### config.mk
export PLATFORM = sky130hd
export DESIGN_NAME = btn_scanner
export DESIGN_NICKNAME = d
export VERILOG_FILES = /design/src/rtl/btn_scanner_pkg.sv /design/src/rtl/btn_debounce.sv /design/src/rtl/btn_scanner.sv
export SDC_FILE = /design/constraint.sdc
export NUM_CORES = 1
export LEC_CHECK = 0
export CORE_MARGIN = 8
export CORE_UTILIZATION = 57
export CTS_BUF_LIST = sky130_fd_sc_hd__clkbuf_4
export CTS_CLUSTER_SIZE = 16
export DETAILED_ROUTE_END_ITERATION = 6
export PLACE_DENSITY = 0.76
export SYNTH_ARGS = -nofsm -noshare
export SYNTH_HDL_FRONTEND = slang
export SYNTH_SLANG_ARGS = --single-unit
### constraint.sdc
create_clock -name pclk -period 3.32 [get_ports pclk]
set_clock_uncertainty 0.2 [all_clocks]
set_input_delay 0.664 -clock pclk [delete_from_list [all_inputs] [get_ports pclk]]
set_output_delay 0.664 -clock pclk [all_outputs]
set_load 0.005 [all_outputs]
### src/rtl/btn_scanner_pkg.sv
// Shared definitions for the front-panel button scanner: serial bit positions
// of each button in the shift-register chain and the scan FSM states.
package btn_scanner_pkg;

    localparam int NUM_BTNS           = 9;
    localparam int BTN_IDX_A          = 0;
    localparam int BTN_IDX_B          = 1;
    localparam int BTN_IDX_SEL        = 2;
    localparam int BTN_IDX_START      = 3;
    localparam int BTN_IDX_DPAD_RIGHT = 4;
    localparam int BTN_IDX_DPAD_LEFT  = 5;
    localparam int BTN_IDX_DPAD_UP    = 6;
    localparam int BTN_IDX_DPAD_DOWN  = 7;
    localparam int BTN_IDX_MENU       = 8;

    typedef enum logic [2:0] {
        ST_LOAD,
        ST_SETTLE,
        ST_SHIFT_HI,
        ST_SHIFT_LO,
        ST_DONE,
        ST_GAP
    } scan_state_e;

endpackage

### src/rtl/btn_debounce.sv
// One button's debouncer: the output follows the raw sample only after
// DEBOUNCE_SCANS consecutive scans disagree with it.
module btn_debounce #(
    parameter int DEBOUNCE_SCANS = 4
) (
    input  logic pclk,
    input  logic reset_n,
    input  logic raw_i,
    input  logic upd_i,
    output logic btn_o
);

    localparam int CW = $clog2(DEBOUNCE_SCANS + 1);
    localparam logic [CW-1:0] CNT_LAST = CW'(DEBOUNCE_SCANS - 1);

    logic [CW-1:0] cnt_q, cnt_d;
    logic          btn_q, btn_d;

    always_comb begin
        cnt_d = cnt_q;
        btn_d = btn_q;
        if (upd_i) begin
            if (raw_i == btn_q) begin
                cnt_d = '0;
            end else if (cnt_q == CNT_LAST) begin
                btn_d = raw_i;
                cnt_d = '0;
            end else begin
                cnt_d = cnt_q + CW'(1);
            end
        end
    end

    always_ff @(posedge pclk or negedge reset_n) begin
        if (!reset_n) begin
            cnt_q <= '0;
            btn_q <= 1'b0;
        end else begin
            cnt_q <= cnt_d;
            btn_q <= btn_d;
        end
    end

    assign btn_o = btn_q;

endmodule

### src/rtl/btn_scanner.sv
// Scans the nine front-panel buttons out of a 74HC165-style chain and
// drives debounced, active-high button levels in the pclk domain.
module btn_scanner
    import btn_scanner_pkg::*;
#(
    parameter int CLK_DIV        = 8,
    parameter int NBITS          = 16,
    parameter int DEBOUNCE_SCANS = 4,
    parameter int SCAN_GAP       = 1024
) (
    input  logic pclk,
    input  logic reset_n,
    output logic BTN_SR_LD_N,
    output logic BTN_SR_CLK,
    input  logic BTN_SR_DATA,
    output logic BTN_A,
    output logic BTN_B,
    output logic BTN_SEL,
    output logic BTN_START,
    output logic BTN_DPAD_RIGHT,
    output logic BTN_DPAD_LEFT,
    output logic BTN_DPAD_UP,
    output logic BTN_DPAD_DOWN,
    output logic BTN_MENU,
    output logic scan_done
);

    localparam int PH_W  = (CLK_DIV > 1) ? $clog2(CLK_DIV) : 1;
    localparam int BIT_W = $clog2(NBITS);
    localparam int GAP_W = (SCAN_GAP > 1) ? $clog2(SCAN_GAP) : 1;
    localparam logic [PH_W-1:0]  PH_LAST  = PH_W'(CLK_DIV - 1);
    localparam logic [BIT_W-1:0] BIT_LAST = BIT_W'(NBITS - 1);
    localparam logic [GAP_W-1:0] GAP_LAST = GAP_W'(SCAN_GAP - 1);

    scan_state_e         state_q, state_d;
    logic [PH_W-1:0]     phase_q, phase_d;
    logic [BIT_W-1:0]    bit_q, bit_d;
    logic [GAP_W-1:0]    gap_q, gap_d;
    logic [NBITS-1:0]    raw_q, raw_d;
    logic                ld_n_q, ld_n_d;
    logic                sclk_q, sclk_d;
    logic                done_q, done_d;
    logic                phase_end;
    logic [NUM_BTNS-1:0] btn;

    always_comb begin
        state_d   = state_q;
        bit_d     = bit_q;
        gap_d     = gap_q;
        raw_d     = raw_q;
        phase_end = (phase_q == PH_LAST);
        phase_d   = phase_end ? '0 : phase_q + PH_W'(1);
        case (state_q)
            ST_LOAD: begin
                if (phase_end) state_d = ST_SETTLE;
            end
            ST_SETTLE: begin
                if (phase_end) begin
                    raw_d[0] = ~BTN_SR_DATA;
                    bit_d    = BIT_W'(1);
                    state_d  = ST_SHIFT_HI;
                end
            end
            ST_SHIFT_HI: begin
                if (phase_end) state_d = ST_SHIFT_LO;
            end
            ST_SHIFT_LO: begin
                if (phase_end) begin
                    raw_d[bit_q] = ~BTN_SR_DATA;
                    if (bit_q == BIT_LAST) begin
                        state_d = ST_DONE;
                    end else begin
                        bit_d   = bit_q + BIT_W'(1);
                        state_d = ST_SHIFT_HI;
                    end
                end
            end
            ST_DONE: begin
                phase_d = '0;
                bit_d   = '0;
                gap_d   = '0;
                state_d = ST_GAP;
            end
            ST_GAP: begin
                phase_d = '0;
                if (gap_q == GAP_LAST) state_d = ST_LOAD;
                else                   gap_d   = gap_q + GAP_W'(1);
            end
            default: begin
                phase_d = '0;
                state_d = ST_LOAD;
            end
        endcase
    end

    // Chain strobes are registered from the next state so they change only on pclk edges.
    assign ld_n_d = (state_d != ST_LOAD);
    assign sclk_d = (state_d == ST_SHIFT_HI);
    assign done_d = (state_d == ST_DONE);

    // Reset parks the FSM at the end of GAP so the first edge after release enters LOAD.
    always_ff @(posedge pclk or negedge reset_n) begin
        if (!reset_n) begin
            state_q <= ST_GAP;
            phase_q <= '0;
            bit_q   <= '0;
            gap_q   <= GAP_LAST;
            raw_q   <= '0;
            ld_n_q  <= 1'b1;
            sclk_q  <= 1'b0;
            done_q  <= 1'b0;
        end else begin
            state_q <= state_d;
            phase_q <= phase_d;
            bit_q   <= bit_d;
            gap_q   <= gap_d;
            raw_q   <= raw_d;
            ld_n_q  <= ld_n_d;
            sclk_q  <= sclk_d;
            done_q  <= done_d;
        end
    end

    // raw_d includes the bit captured on the DONE edge, so short chains debounce the final bit too.
    for (genvar i = 0; i < NUM_BTNS; i++) begin : g_deb
        btn_debounce #(
            .DEBOUNCE_SCANS(DEBOUNCE_SCANS)
        ) u_deb (
            .pclk   (pclk),
            .reset_n(reset_n),
            .raw_i  (raw_d[i]),
            .upd_i  (done_d),
            .btn_o  (btn[i])
        );
    end

    assign BTN_SR_LD_N    = ld_n_q;
    assign BTN_SR_CLK     = sclk_q;
    assign scan_done      = done_q;
    assign BTN_A          = btn[BTN_IDX_A];
    assign BTN_B          = btn[BTN_IDX_B];
    assign BTN_SEL        = btn[BTN_IDX_SEL];
    assign BTN_START      = btn[BTN_IDX_START];
    assign BTN_DPAD_RIGHT = btn[BTN_IDX_DPAD_RIGHT];
    assign BTN_DPAD_LEFT  = btn[BTN_IDX_DPAD_LEFT];
    assign BTN_DPAD_UP    = btn[BTN_IDX_DPAD_UP];
    assign BTN_DPAD_DOWN  = btn[BTN_IDX_DPAD_DOWN];
    assign BTN_MENU       = btn[BTN_IDX_MENU];

endmodule

After elaboration in Yosys (flattened, before gate mapping)
Cells that the tools add are included.
Operators by class
  multiplexer cells: 40
  $mul: 0
  reductions and logical operators: 18
  div/mod/pow operators: 0
  add/subtract/negate cells: 12
  magnitude comparators: 2
  equality and inequality tests: 32
  bitwise logic cells: 10
  shift operators: 0
Operators by type and width (count)
  2-to-1 mux 3 bit: 26
  == test 3 x 2 -> 1 bit (second input constant): 12
  adder 3 x 1 -> 3 bit (second input constant): 10
  AND reduction 3 bit: 9
  one-hot mux 10 bit (2 select lines): 1
  one-hot mux 3 bit (6 select lines): 1
  bitwise mux 16 bit: 1
  == test 3 bit (second input constant): 4
  2-to-1 mux 4 bit: 3
  one-hot mux 4 bit (3 select lines): 1
  adder 10 x 1 -> 10 bit (second input constant): 1
  == test 10 bit (second input constant): 1
  2-to-1 mux 10 bit: 1
  NOT 1 bit: 10
  == test 1 bit: 9
  2-to-1 mux 9 bit: 1
  2-to-1 mux 8 bit: 1
  != test 2 bit (second input constant): 4
  nonzero test 3 bit: 2
  less-than comparator 4 x 5 -> 1 bit (second input constant): 1
  adder 4 x 1 -> 4 bit (second input constant): 1
  demux 1 bit (select 4 bit): 1
  == test 4 bit (second input constant): 1
  >= comparator 4 x 1 -> 1 bit (second input constant): 1
  9 further kinds: 11
Word-level totals
  latch bits: 0
  word-level logic and storage cells: 141
  register bits after elaboration: 75
  memory bits (read-only): 0
  input bits: 3
  memories kept: 0
  output and inout bits: 12
  RAM bits: 0

Logic depth before layout (Yosys ltp)
  word-level depth: 10
  mapped depth: 10
  mapped depth without buffers: 7

Hierarchy
Synthesis repeated with hierarchy kept, for this count alone.
Second synthesis, totals
  cell total of the unflattened synthesis: 331
  area total of the unflattened synthesis: 3488.3 um2
Modules (own cells, without submodules)
  btn_debounce: times used 9, seq. area each 100.1 um2, area each 200.2 um2, cells an instance 18
  btn_scanner: times used 1, seq. area each 817.0 um2, area each 1686.6 um2, cells an instance 169

Worst setup path after synthesis
Ideal clock, no wire load.
  path type: register to register
  start point: register phase_q[0]
  end point: register g_deb[7].u_deb.btn_q
  cell stages (with the launch flop): 11
  data arrival time: 2041 ps
  clock period less this slack: 2366 ps
  path buffers: 3
  path slack: 954 ps
  setup time: 125 ps
  data required time: 2995 ps
  path through: dfrtp_1 -> ha_1 -> ha_1 -> buf_4 -> and4b_1 -> buf_6 -> nand2_1 -> clkinv_1 -> buf_4 -> nand2_1 -> mux2_2
Between the ends
  elaborated cells between the ends (all ways): 12
  classes of those cells: eq/ne (3); mux (7); bitwise (1); reduce/logical (1)
RTL lines
  start: declaration: RTL line btn_scanner.sv:36  | logic [PH_W-1:0] phase_q, phase_d;
  start signal: assignment: RTL line btn_scanner.sv:114  | phase_q <= phase_d;
  == test 3 bit *: RTL line btn_scanner.sv:51  | phase_end = (phase_q == PH_LAST);
  2-to-1 mux 3 bit, on equally long branches
  one-hot mux 3 bit (6 select lines) *: RTL line btn_scanner.sv:53  | case (state_q)
  == test 3 bit *: RTL line btn_scanner.sv:99  | assign done_d = (state_d == ST_DONE);
  named net done_d: RTL line btn_scanner.sv:42  | logic done_q, done_d;
  AND reduction 3 bit (no line) *
  end signal: assignment: RTL line btn_debounce.sv:40  | btn_q <= btn_d;
  end: declaration: RTL line btn_debounce.sv:17  | logic btn_q, btn_d;
The timed path passes the listed nets; every way through them passes the cells marked *.
A chain may end at the register's enable or synchronous reset.

Final worst setup path
  start point: register phase_q[0]
  end point: register g_deb[1].u_deb.btn_q
Between the ends
  cells in the longest elaborated chain, start to end: 6
  elaborated cells between the ends (all ways): 12
  classes of those cells: eq/ne (3); mux (7); bitwise (1); reduce/logical (1)
Ends and longest elaborated chain (RTL line)
  == test 3 bit *: btn_scanner.sv:51
  parallel branches: the longest is 5 deep, another holds one-hot mux 3 bit (6 select lines)
  end signal: assignment: btn_debounce.sv:40
  end: declaration: btn_debounce.sv:17
Every way passes the cells marked *.

==> metrics.txt <==
library cells used by synthesis=51; Pins Over Slew Limit=0; crit path kind=register to register; H-tree depth=3; worst-skew pair later-pin latency=0.39 ns; most frequent cells in the layout=55 x dfrtp_1, 22 x nand2_1, 19 x nor2b_1; Final Hold Fails=0; RR Startpoint=phase_q[0]$_DFF_PN0_; DR vias=approximately 2.3k; antenna violations before repair=0; Core Box Area=roughly 6000 um^2; Storage cell area=1718 um^2; synthesized instance count=between 300 and 400; number of cell rows=28; peak fanout along the critical path=18; placed cells=383; Root Driver=clkbuf_4; Synth Register Bits=68; starting density of the core=0.5889; Syn. warnings=0; dpl ws=0.5296 ns; synthesized area per cell=approximately 11 um^2; status=finished, final reports clean; WL final=approximately 5600 um; Vias/cell=between 5 and 6; die height=around 94 um; Final Cell Area=3757 um^2; multi-input gate area in the final layout=1624 um^2; Min-Delay Path Class=input pin to asynchronous set/reset pin; Final HPWL DP=3794 um; CP endpoint=g_deb[1].u_deb.btn_o$_DFFE_PN0P_; Setup-failing EPs final=0; Main synth FF type=dfrtp_1; Total Nets Final=338; IO Count=15; Synthesized Nets=~320; hold_ws=0.05472 ns; die area=~9000 um^2; fin crit period=2.789 ns; Final ANT Viol Nets=0; total track usage=0.1459; maximum vdd drop=0.0001854 V; CTS tree=yes; largest net degree at the start of global routing=69; crit path launch type=register; launch point of the worst path=phase_q[0]$_DFF_PN0_; Area after DPL=roughly 3700 um^2; total power=1.342 mW; clock-pin slew on the worst setup and hold paths=0.11 ns; drt first pass iters=4; setup TNS=0 ns; combinational share of power=0.047; Net Sw Power=approximately 0.31 mW; DR WL/cell=14.14 um; vias in the first global route=2249; CTS hold repair buffers=0; R2R setup slack=0.53 ns; ant diodes=0; first-pass GRT wire length=roughly 10000 um; worst r2r path cells=7; Critical Path RT=roughly 3.4 ns; Residual DRC=0; asr flop ratio synth=1.000; I/O Buffers=14; Switching Fraction=0.2290; power per cell area=357.3 nW/um^2; cell-internal power=1.035 mW; final worst slack=0.5306 ns; Leak Pwr=about 1.7 nW; Post-synth EDFFs=0; initial drt markers=102; layout cells sized above 1=0.1852; R2R Path End=g_deb[1].u_deb.btn_o$_DFFE_PN0P_; Die X=93.98 um; RePlAce Congestion=0.8248; most common cell after layout, fill and taps aside=dfrtp_1; grt total ovfl=0; Post-Route Utilization=0.6384; clock network power share=0.324; crit share post-route=0.8402; Layout fillers=469; setup bufs post-CTS=0; CP Capture Type=register; RSZ-0062 raised after global routing=false; TritonCTS Buffers=9; CP arrival=2.86 ns; area delta synth->final=8.411%; Clock Tree Buf Depth=2; sequential group share of total power=0.629; clock sinks=68; Max Clk Rate=358.5 MHz; Resize count post-CTS=0; sequential fraction of the synthesis area=0.4957; Non-Filler Instances=399; max-cap viol count=0; slew of the pin with the lowest slew margin=0.5997 ns; Slew headroom=0.5989; synthesized area=3466 um^2
[state kept, by name, indices dropped and copies added, names as in the netlist]
register and count:
BTN_SR_CLK 1, phase_q 3, scan_done 1, g_deb.u_deb.btn_o 9
state_q 3, BTN_SR_LD_N 1, raw_q 9, gap_q 10
g_deb.u_deb.cnt_q 27, bit_q 4
[metal layers]
layer	global-route usage	vias to the layer above	share of wire
met4	0.08058	0	0.020
met2	0.2293	34	0.47
li1	-	1119	-
met3	0.03837	10	0.049
met1	0.1784	1090	0.46
met5	0	-	0
[final cells by class]
class                      instances  share of cell area
tap                               75             0.02498
multi-input combinational        210              0.4322
sequential                        68              0.4572
timing repair buffer              16             0.04329
clock inverter                     4            0.004329
clock buffer                      12             0.02398
inverter                          14             0.01399
[kinds of logic after synthesis]
kind of cell,count (synthesis),synth area share
flops,68,0.4957
mux,18,0.06931
buf+inv,27,0.03574
simple gates,102,0.1686
fa+ha+maj,16,0.05776
compound gates,59,0.1350
xor+xnor,15,0.03791
[synthesized netlist by cell type, types with 2 or more instances]
cell type	instances	area, um^2
a21oi_1	14	70.07
a22o_1	15	131.4
a311oi_1	3	26.28
a31o_1	3	26.28
a31o_2	5	43.79
and2_1	8	50.05
and3_1	6	37.54
and4_1	3	26.28
buf_2	3	15.01
buf_4	3	22.52
clkbuf_1	5	18.77
dfrtp_1	55	1376
dfstp_2	13	341.6
ha_1	16	200.2
inv_1	13	48.80
mux2_2	10	112.6
mux2i_2	6	82.58
mux2i_4	2	45.04
nand2_1	22	82.58
nand3_1	9	45.04
nand3_2	2	20.02
nand3b_1	4	30.03
nor2_1	13	48.80
nor2b_1	19	118.9
nor3_1	9	45.04
o211ai_1	2	15.01
o21ai_0	3	15.01
o21bai_1	2	15.01
o41ai_2	2	32.53
xnor2_1	7	61.31
xor2_1	8	70.07
[worst min-delay path by stage]
stage	from	end	slack [ns]
global placement	phase_q[0]$_DFF_PN0_	phase_q[0]$_DFF_PN0_	0.22
floorplan	reset_n	BTN_SR_CLK$_DFF_PN0_	0.17
finish	reset_n	g_deb[4].u_deb.cnt_q[0]$_DFFE_PN0N_	0.05
global route	reset_n	g_deb[4].u_deb.cnt_q[0]$_DFFE_PN0N_	0.08
CTS	reset_n	g_deb[7].u_deb.btn_o$_DFFE_PN0P_	0.06
detailed placement	phase_q[0]$_DFF_PN0_	phase_q[0]$_DFF_PN0_	0.24
[power by group through the flow]
stage,registers (mW),logic [mW],clock network (mW)
floorplan,0.859,0.0297,0
detailed placement,0.860,0.0657,0
finish,0.844,0.0632,0.435
global route,0.846,0.0721,0.498
CTS,0.844,0.0658,0.461
global placement,0.860,0.0649,0
[critical path, cell delays in order (launching register included)]
cell and delay [ns]:
dfrtp_1 0.39, ha_1 0.20, ha_1 0.26, and4b_1 0.41
nand2_1 0.17, clkinv_1 0.47, nand2_1 0.21, mux2_2 0.35
No activity file was read; power rests on OpenSTA's default activity.
